File: src/rtl/sha_timeout_cnt.sv
// sha_timeout_cnt: counts enabled cycles and flags the cycle whose edge reaches LIMIT
module sha_timeout_cnt #(
   parameter int LIMIT = 1023
) (
   input  logic clk,
   input  logic rst_n,
   input  logic clear,
   input  logic enable,
   output logic expired
);
   localparam int W = $clog2(LIMIT + 1);
   logic [W-1:0] cnt;
   always_ff @(posedge clk)
      cnt <= (!rst_n || clear) ? '0 : enable ? cnt + W'(1) : cnt;
   assign expired = enable && cnt == W'(LIMIT - 1);
endmodule

File: config.mk
export PLATFORM = sky130hd
export DESIGN_NAME = sha_timeout_cnt
export DESIGN_NICKNAME = d
export VERILOG_FILES = /design/src/rtl/sha_timeout_cnt.sv
export SDC_FILE = /design/constraint.sdc
export NUM_CORES = 1
export LEC_CHECK = 0
export ABC_CLOCK_PERIOD_IN_PS = 1390
export CORE_AREA = 4 4 41 43
export CTS_CLUSTER_DIAMETER = 150
export CTS_CLUSTER_SIZE = 40
export DETAILED_ROUTE_END_ITERATION = 16
export DIE_AREA = 0 0 45 47
export SYNTH_ARGS = -nofsm -noshare
export SYNTH_HDL_FRONTEND = slang
export SYNTH_SLANG_ARGS = --single-unit
File: constraint.sdc
create_clock -name clk -period 1.39 [get_ports clk]
set_input_delay 0.3475 -clock clk [delete_from_list [all_inputs] [get_ports clk]]
set_output_delay 0.3475 -clock clk [all_outputs]
set_load 0.005 [all_outputs]
# Yosys cells after proc, flatten, opt, wreduce, memory -nomap -nowiden
# Cells that the tools add are included.
classes:
  eq_ne: 1
  reduce_logical: 3
  addsub: 1
ops:
  columns: ["operator", "n"]
  rows:
  - ["adder 10 x 1 -> 10 bit (second input constant)", 1]
  - ["== test 10 bit (second input constant)", 1]
  - ["logical AND 1 bit", 1]
  - ["zero test 1 bit", 1]
  - ["logical OR 1 bit", 1]
totals:
  output_inout_bits: 1
  ff_bits: 10

# Longest topological paths before layout
# Gate-level depths: netlist of run 1.
logic_depth:
  depth_word: 2
  ltp_mapped: 4

# Least setup slack after synthesis of run 1
# OpenSTA, ideal clock, no wires.
synth_timing:
  kind: "input-to-reg"
  start: "input enable"
  end: "register cnt[9]"
  required_time_ns: 1.320
  setup_time_ns: 0.070
  arrival_time_ns: 1.169
  cell_stages: 4
  setup_slack_ns: 0.151
  path_cell_list: "buf_4 nand4_1 or4_1 a21oi_1"
synth_lines:
  columns: ["item", "line_no", "text"]
  rows:
  - ["start, declared", "8", "input logic enable,"]
  - ["end signal, assigned", "14", "cnt <= (!rst_n || clear) ? '0 : enable ? cnt + W'(1) : cnt;"]
  - ["end, declared", "12", "logic [W-1:0] cnt;"]

# Final worst setup path of run 1
layout_timing:
  start: "register cnt[0]"
  end: "output expired"
layout_between:
  elab_chain_len: 2
layout_rtl:
  columns: ["item", "line_no", "text"]
  rows:
  - ["== test 10 bit", "15", "assign expired = enable && cnt == W'(LIMIT - 1);"]
  - ["logical AND 1 bit", "15", null]
  - ["end, declared", "9", "output logic expired"]
# No other way between the ends.

==> results of run 1 <==
synthesized netlist by cell type, drive strengths merged (2+ instances only):
cell type,instances
nor2,5
a21oi,4
inv,2
nand3,2
xor2,2
nand2,4
or4,2
xnor2,2
or3,2
o31ai,2
o21ai,2
nand4,4
nand2b,2
ha,2
dfxtp,10
worst max-delay path, stage by stage, from the launching register on:
cell and delay [ns]:
dfxtp_2 0.33, inv_2 0.06, ha_4 0.12, nand2_2 0.05
nor3_2 0.10, buf_2 0.13
per-layer routing:
layer / routed length, um / up-vias / GRT usage
met4: 0 / 0 / 0.0351
met5: 0 / - / 0
met2: 559 / 7 / 0.220
met3: 77 / 0 / 0.0575
met1: 473 / 203 / 0.144
li1: - / 237 / -
timing repair:
| action | 4_1_cts | 5_1_grt |
|---|---|---|
| resized for setup | 12 | 8 |
| pin swaps | 2 | 4 |
| endpoints found under the setup margin | 6 | 5 |
| cloned | 0 | 0 |
area by class of cell:
type	instances	area (um2)
clock buffer	4	36.3
timing repair buffer	19	159
inverter	2	7.51
tap	15	18.8
sequential	10	211
multi-input combinational	40	285
fill	136	583
worst paths after layout:
kind | start | endpoint | slack [ns] | cells after the start
min reg2reg | cnt[8] | cnt[8] | 0.49 | 2
max | cnt[0] | expired | -0.02 | 5
min | cnt[8] | cnt[8] | 0.49 | 2
max reg2reg | cnt[1] | cnt[6] | 0.02 | 5
stage by stage:
stage	cells	setup WS (ns)
CTS	90	-0.0622
floorplan	54	0.151
global placement	86	-0.615
finish	90	-0.0184
detailed placement	86	-0.634
global route	90	-0.0990
layout by cell type, fill, tap and decap left out, drive strengths merged:
cell | synthesis | final
clkdlybuf4s50 | 0 | 2
nand2b | 2 | 2
nor2b | 1 | 1
o21ai | 2 | 2
clkbuf | 1 | 4
a211oi | 1 | 1
dlygate4sd2 | 0 | 1
nor3 | 1 | 1
dfxtp | 10 | 10
xnor2 | 2 | 2
inv | 2 | 2
a21oi | 4 | 4
xor2 | 2 | 2
nor2 | 5 | 5
nand3 | 2 | 2
nand4 | 4 | 4
or4 | 2 | 2
o41ai | 1 | 1
o311ai | 1 | 1
buf | 1 | 16
nand2 | 4 | 4
o31ai | 2 | 2
or3 | 2 | 2
ha | 2 | 2
cells by family after synthesis:
kind of cell               after synthesis  synth area share
DFF                                     10             0.421
and+or+nand+nor                         23             0.266
adders and majority gates                2            0.0526
xor gates and xnor gates                 4            0.0737
AOI/OAI and AO/OA                       11             0.147
buffers and inverters                    4            0.0395
power by group:
part           internal [W]  switching (W)  total (W)
clock              0.000159       0.000108   0.000267
combinational     0.0000264      0.0000201  0.0000465
sequential         0.000289     0.00000219   0.000292
==> run_results.csv, run 1 <==
group,metric,value,unit
status,status,"finished, violations left",
status,violations,"negative setup slack",
final_layout,largest_register_ffs,10,
sta,drv_slew,0,
final_layout,drive_gt1_frac,0.453,
routing,drtAntennaViolNets,0,
synth,ys_types,23,
routing,drt_iter0_drc,15,
floorplanning,coreArea,1300,um2
floorplanning,fp.dieW,45,um
sta,finalCriticalPeriod,1.41,ns
synth,syn_area,475,um2
min_path,hold_path_class,"register to register",
synth,syn-num-nets,60,
final_layout,reg.largest.list,"cnt (10)",
setup_path,critPathLaunchType,"register",
synth,synth_top_area_cell,"dfxtp_1",
placement,place.gp.congestion,0.727,
global_routing,grt_pass1_vias,474,
final_layout,area_delta_synth_final,51.1,%
global_routing,grt.overflow.total,0,
routing,vias_per_cell,4.97,
routing,vias,447,
power_and_ir_drop,p_total,0.000605,W
synth,netlist_top_cells_area,"dfxtp_1 (42%), ha_1 (5.3%), a21oi_1 (4.2%)",
setup_path,cp.arrival,1.06,ns
routing,wirelength,1110,um
sta,setup_viol,1,
global_routing,grtUsageTotal,0.128,
placement,dpl-instance-area,648,um2
clocking,numCtsBuffers,3,
setup_path,required,1.04,ns
clocking,cts_tree,"yes",
sta,period_share,1.01,
sta,skew,0.00330,ns
power_and_ir_drop,p_leak,0.277,nW
global_routing,antenna_found_initial,0,
sta,setup_slack,-0.0184,ns
final_layout,nets,82,
synth,synth_edf_count,0,
sta,tightest_slew,0.284,ns
floorplanning,num_rows,13,
setup_path,crit_path_max_fanout,2,
synth,ys_warn_count,0,
sta,hold_slack,0.489,ns
global_routing,grt_pass1_wl,1950,um
final_layout,final_util,0.552,
sta,max_slew_margin,0.808,
final_layout,antenna_cells,0,
routing,dr.pass1.iters,4,
routing,drcViolationCount,0,
clocking,clock_sinks,10,
synth,syn_avg_cell_area,8.80,um2
setup_path,critPathKind,"register to output port",
setup_path,crit_path_end_kind,"output port",
synth,ys_async_sr_fraction,0,
sta,tns,-0.0184,ns
floorplanning,start_util,0.365,
sta,max_freq,710,MHz
floorplanning,dieArea,2120,um2
power_and_ir_drop,peakVddDrop,0.433,mV
global_routing,grt_max_degree,8,
clocking,post-cts-setup-buffers,0,
routing,wire_per_inst,12.3,um
power_and_ir_drop,power.density,843,nW/um2
placement,numPortBuffers,4,
sta,finalHoldViolCount,0,
synth,synth-main-ff-cell,"dfxtp_1",
sta,rsz0062_at_grt,"yes",
synth,netlist.area_leader.share,0.421,
final_layout,regMostFlops,"cnt",
clocking,htree_num_levels,1,
clocking,clockBufferDepth,2,
clocking,insertion_delay,0.27,ns
floorplanning,num_io_pins,5,
synth,synth_seq_area_share,0.421,
synth,synth-seq-cells,10,
synth,synth_cells,54,
placement,dp_hpwl,789,um
final_layout,final_area,718,um2
clocking,clockRootBuffer,"clkbuf_4",
clocking,cts_hold_buf,0,
clocking,clkTransAtPathRegs,0.07,ns
floorplanning,die_h,47,um
flow_run,drv_cap,0,
(Power assumes the default switching activity.)
==> inputs of run 2 (changes only) <==
--- a/config.mk
+++ b/config.mk
@@ -7,6 +7,7 @@
 export LEC_CHECK = 0
 export ABC_CLOCK_PERIOD_IN_PS = 1390
 export CORE_AREA = 4 4 41 43
+export CTS_BUF_LIST = sky130_fd_sc_hd__clkbuf_4
 export CTS_CLUSTER_DIAMETER = 150
 export CTS_CLUSTER_SIZE = 40
 export DETAILED_ROUTE_END_ITERATION = 16
==> run 2 against run 1 <==
The run still ends with negative setup slack left. Clock power shrank 21%. Via count grew 4.3%. Cell count is the same. Hold slack lost 0.0024 ns. Final area shrank 1.4%. Total power shrank 9.0%. First-iteration DRC count shrank 6.7%. Clock skew grew 0.0025 ns. Clock-buffer cell count shrank 1. Sequential power is essentially flat. Setup slack gained 0.0025 ns. Critical endpoint unchanged. Largest power group unchanged.
==> run_results.csv, run 2 (synthesis gave the netlist of run 1 again) <==
group,metric,value,unit
floorplanning,num_io_pins,5,
global_routing,grt_pass1_wl,1970,um
routing,wirelength,1140,um
placement,dpl_worst_slack,-0.634,ns
clocking,cts_tree,"yes",
clocking,clkTransAtPathRegs,0.07,ns
status,status,"finished, violations left",
routing,drt_iter0_drc,14,
power_and_ir_drop,p_total,0.000551,W
global_routing,grt_max_degree,8,
setup_path,reg2regPathDepth,5,
routing,drcViolationCount,0,
sta,period_share,1.01,
status,violations,"negative setup slack",
clocking,cts_hold_buf,0,
floorplanning,die_h,47,um
global_routing,grt.overflow.total,0,
routing,dr.pass1.iters,4,
setup_path,critPathLaunchType,"register",
floorplanning,fp.dieW,45,um
setup_path,critical_path.max_stage_delay,0.33,ns
floorplanning,coreArea,1300,um2
setup_path,crit_family,"flip-flops",
setup_path,crit_path_max_fanout,2,
sta,drv_slew,0,
setup_path,critPathKind,"register to output port",
setup_path,path_cells,"inv_2, ha_4, nand2_2, nor3_2, buf_2",
setup_path,crit_buf_inv,2,
global_routing,grt_pass1_vias,477,
clocking,htree_num_levels,1,
routing,vias_per_cell,5.18,
flow_run,drv_cap,0,
routing,vias,466,
routing,drtAntennaViolNets,0,
floorplanning,start_util,0.365,
clocking,clock_sinks,10,
final_layout,antenna_cells,0,
final_layout,reg.largest.list,"cnt (10)",
placement,dp_hpwl,789,um
global_routing,antenna_found_initial,0,
clocking,clockRootBuffer,"clkbuf_4",
power_and_ir_drop,p_leak,0.272,nW
placement,numPortBuffers,4,
setup_path,cp_num_cells,5,
floorplanning,dieArea,2120,um2
setup_path,cp.arrival,1.06,ns
final_layout,largest_register_ffs,10,
sta,finalCriticalPeriod,1.41,ns
sta,setup_viol,1,
routing,wire_per_inst,12.6,um
sta,max_slew_margin,0.810,
sta,skew,0.00577,ns
power_and_ir_drop,peakVddDrop,0.453,mV
final_layout,regMostFlops,"cnt",
setup_path,crit_path_end_kind,"output port",
floorplanning,num_rows,13,
sta,finalHoldViolCount,0,
final_layout,layout_common_cells,"buf_4 (14), dfxtp_2 (9), nor2_1 (5), a21oi_1 (4)",
setup_path,slowest_stage,"dfxtp_2",
min_path,hold_path_depth,2,
sta,setup_slack,-0.0159,ns
power_and_ir_drop,power.density,777,nW/um2
sta,max_freq,711,MHz
min_path,hold_path_class,"register to register",
final_layout,final_util,0.544,
final_layout,drive_gt1_frac,0.440,
sta,rsz0062_at_grt,"yes",
final_layout,instances_no_fill,90,
final_layout,nets,82,
final_layout,layout_commonest_cell,"buf_4",
setup_path,required,1.04,ns
clocking,insertion_delay,0.27,ns
clocking,clockBufferDepth,2,
final_layout,area_delta_synth_final,48.9,%
global_routing,grtUsageTotal,0.131,
sta,hold_slack,0.486,ns
sta,tightest_slew,0.282,ns
placement,place.gp.congestion,0.727,
clocking,numCtsBuffers,3,
placement,placedCellCount,86,
run 2: routing by layer:
layer,up-vias,track usage,part of all wire
li1,236,-,-
met1,220,0.144,0.43
met2,10,0.223,0.51
met3,0,0.0575,0.054
met4,0,0.0526,0
met5,-,0,0
run 2: cell type report:
| cell class | count | area (um2) |
|---|---|---|
| multi-input combinational | 40 | 285 |
| timing repair buffer | 19 | 159 |
| clock inverter | 1 | 3.75 |
| clock buffer | 3 | 22.5 |
| sequential | 10 | 211 |
| fill | 139 | 593 |
| tap | 15 | 18.8 |
| inverter | 2 | 7.51 |
run 2: path summary, 6_finish.rpt:
path           from       to  slack, ns
max          cnt[0]  expired      -0.02
min          cnt[8]   cnt[8]       0.49
max reg2reg  cnt[1]   cnt[6]          0
min reg2reg  cnt[8]   cnt[8]       0.49
run 2: what timing repair did:
item | 4_1_cts | 5_1_grt
endpoints found under the hold margin | 0 | 0
setup buffers | 0 | 0
resized for setup | 12 | 8
setup endpoints to repair | 6 | 5
pin swaps | 2 | 4
run 2: worst reg2reg max path, stage by stage (launching register included):
cell     delay (ns)
dfxtp_2        0.35
buf_4          0.13
ha_1           0.16
nand4_1        0.18
or3_1          0.37
a21oi_1        0.13
run 2: through the flow:
step	area (um2)	TNS (ns)
after floorplan	475	0
after global placement	648	-2.55
after detailed placement	648	-2.61
after CTS	691	-0.0684
after global routing	708	-0.250
final	708	-0.0159
run 2: power breakdown:
| group | switching [W] | internal (W) | leakage [nW] |
|---|---|---|---|
| Sequential | 0.00000218 | 0.000289 | 0.0852 |
| Combinational | 0.0000203 | 0.0000265 | 0.171 |
| Clock | 0.000108 | 0.000104 | 0.0154 |
| Total | 0.000131 | 0.000420 | 0.272 |
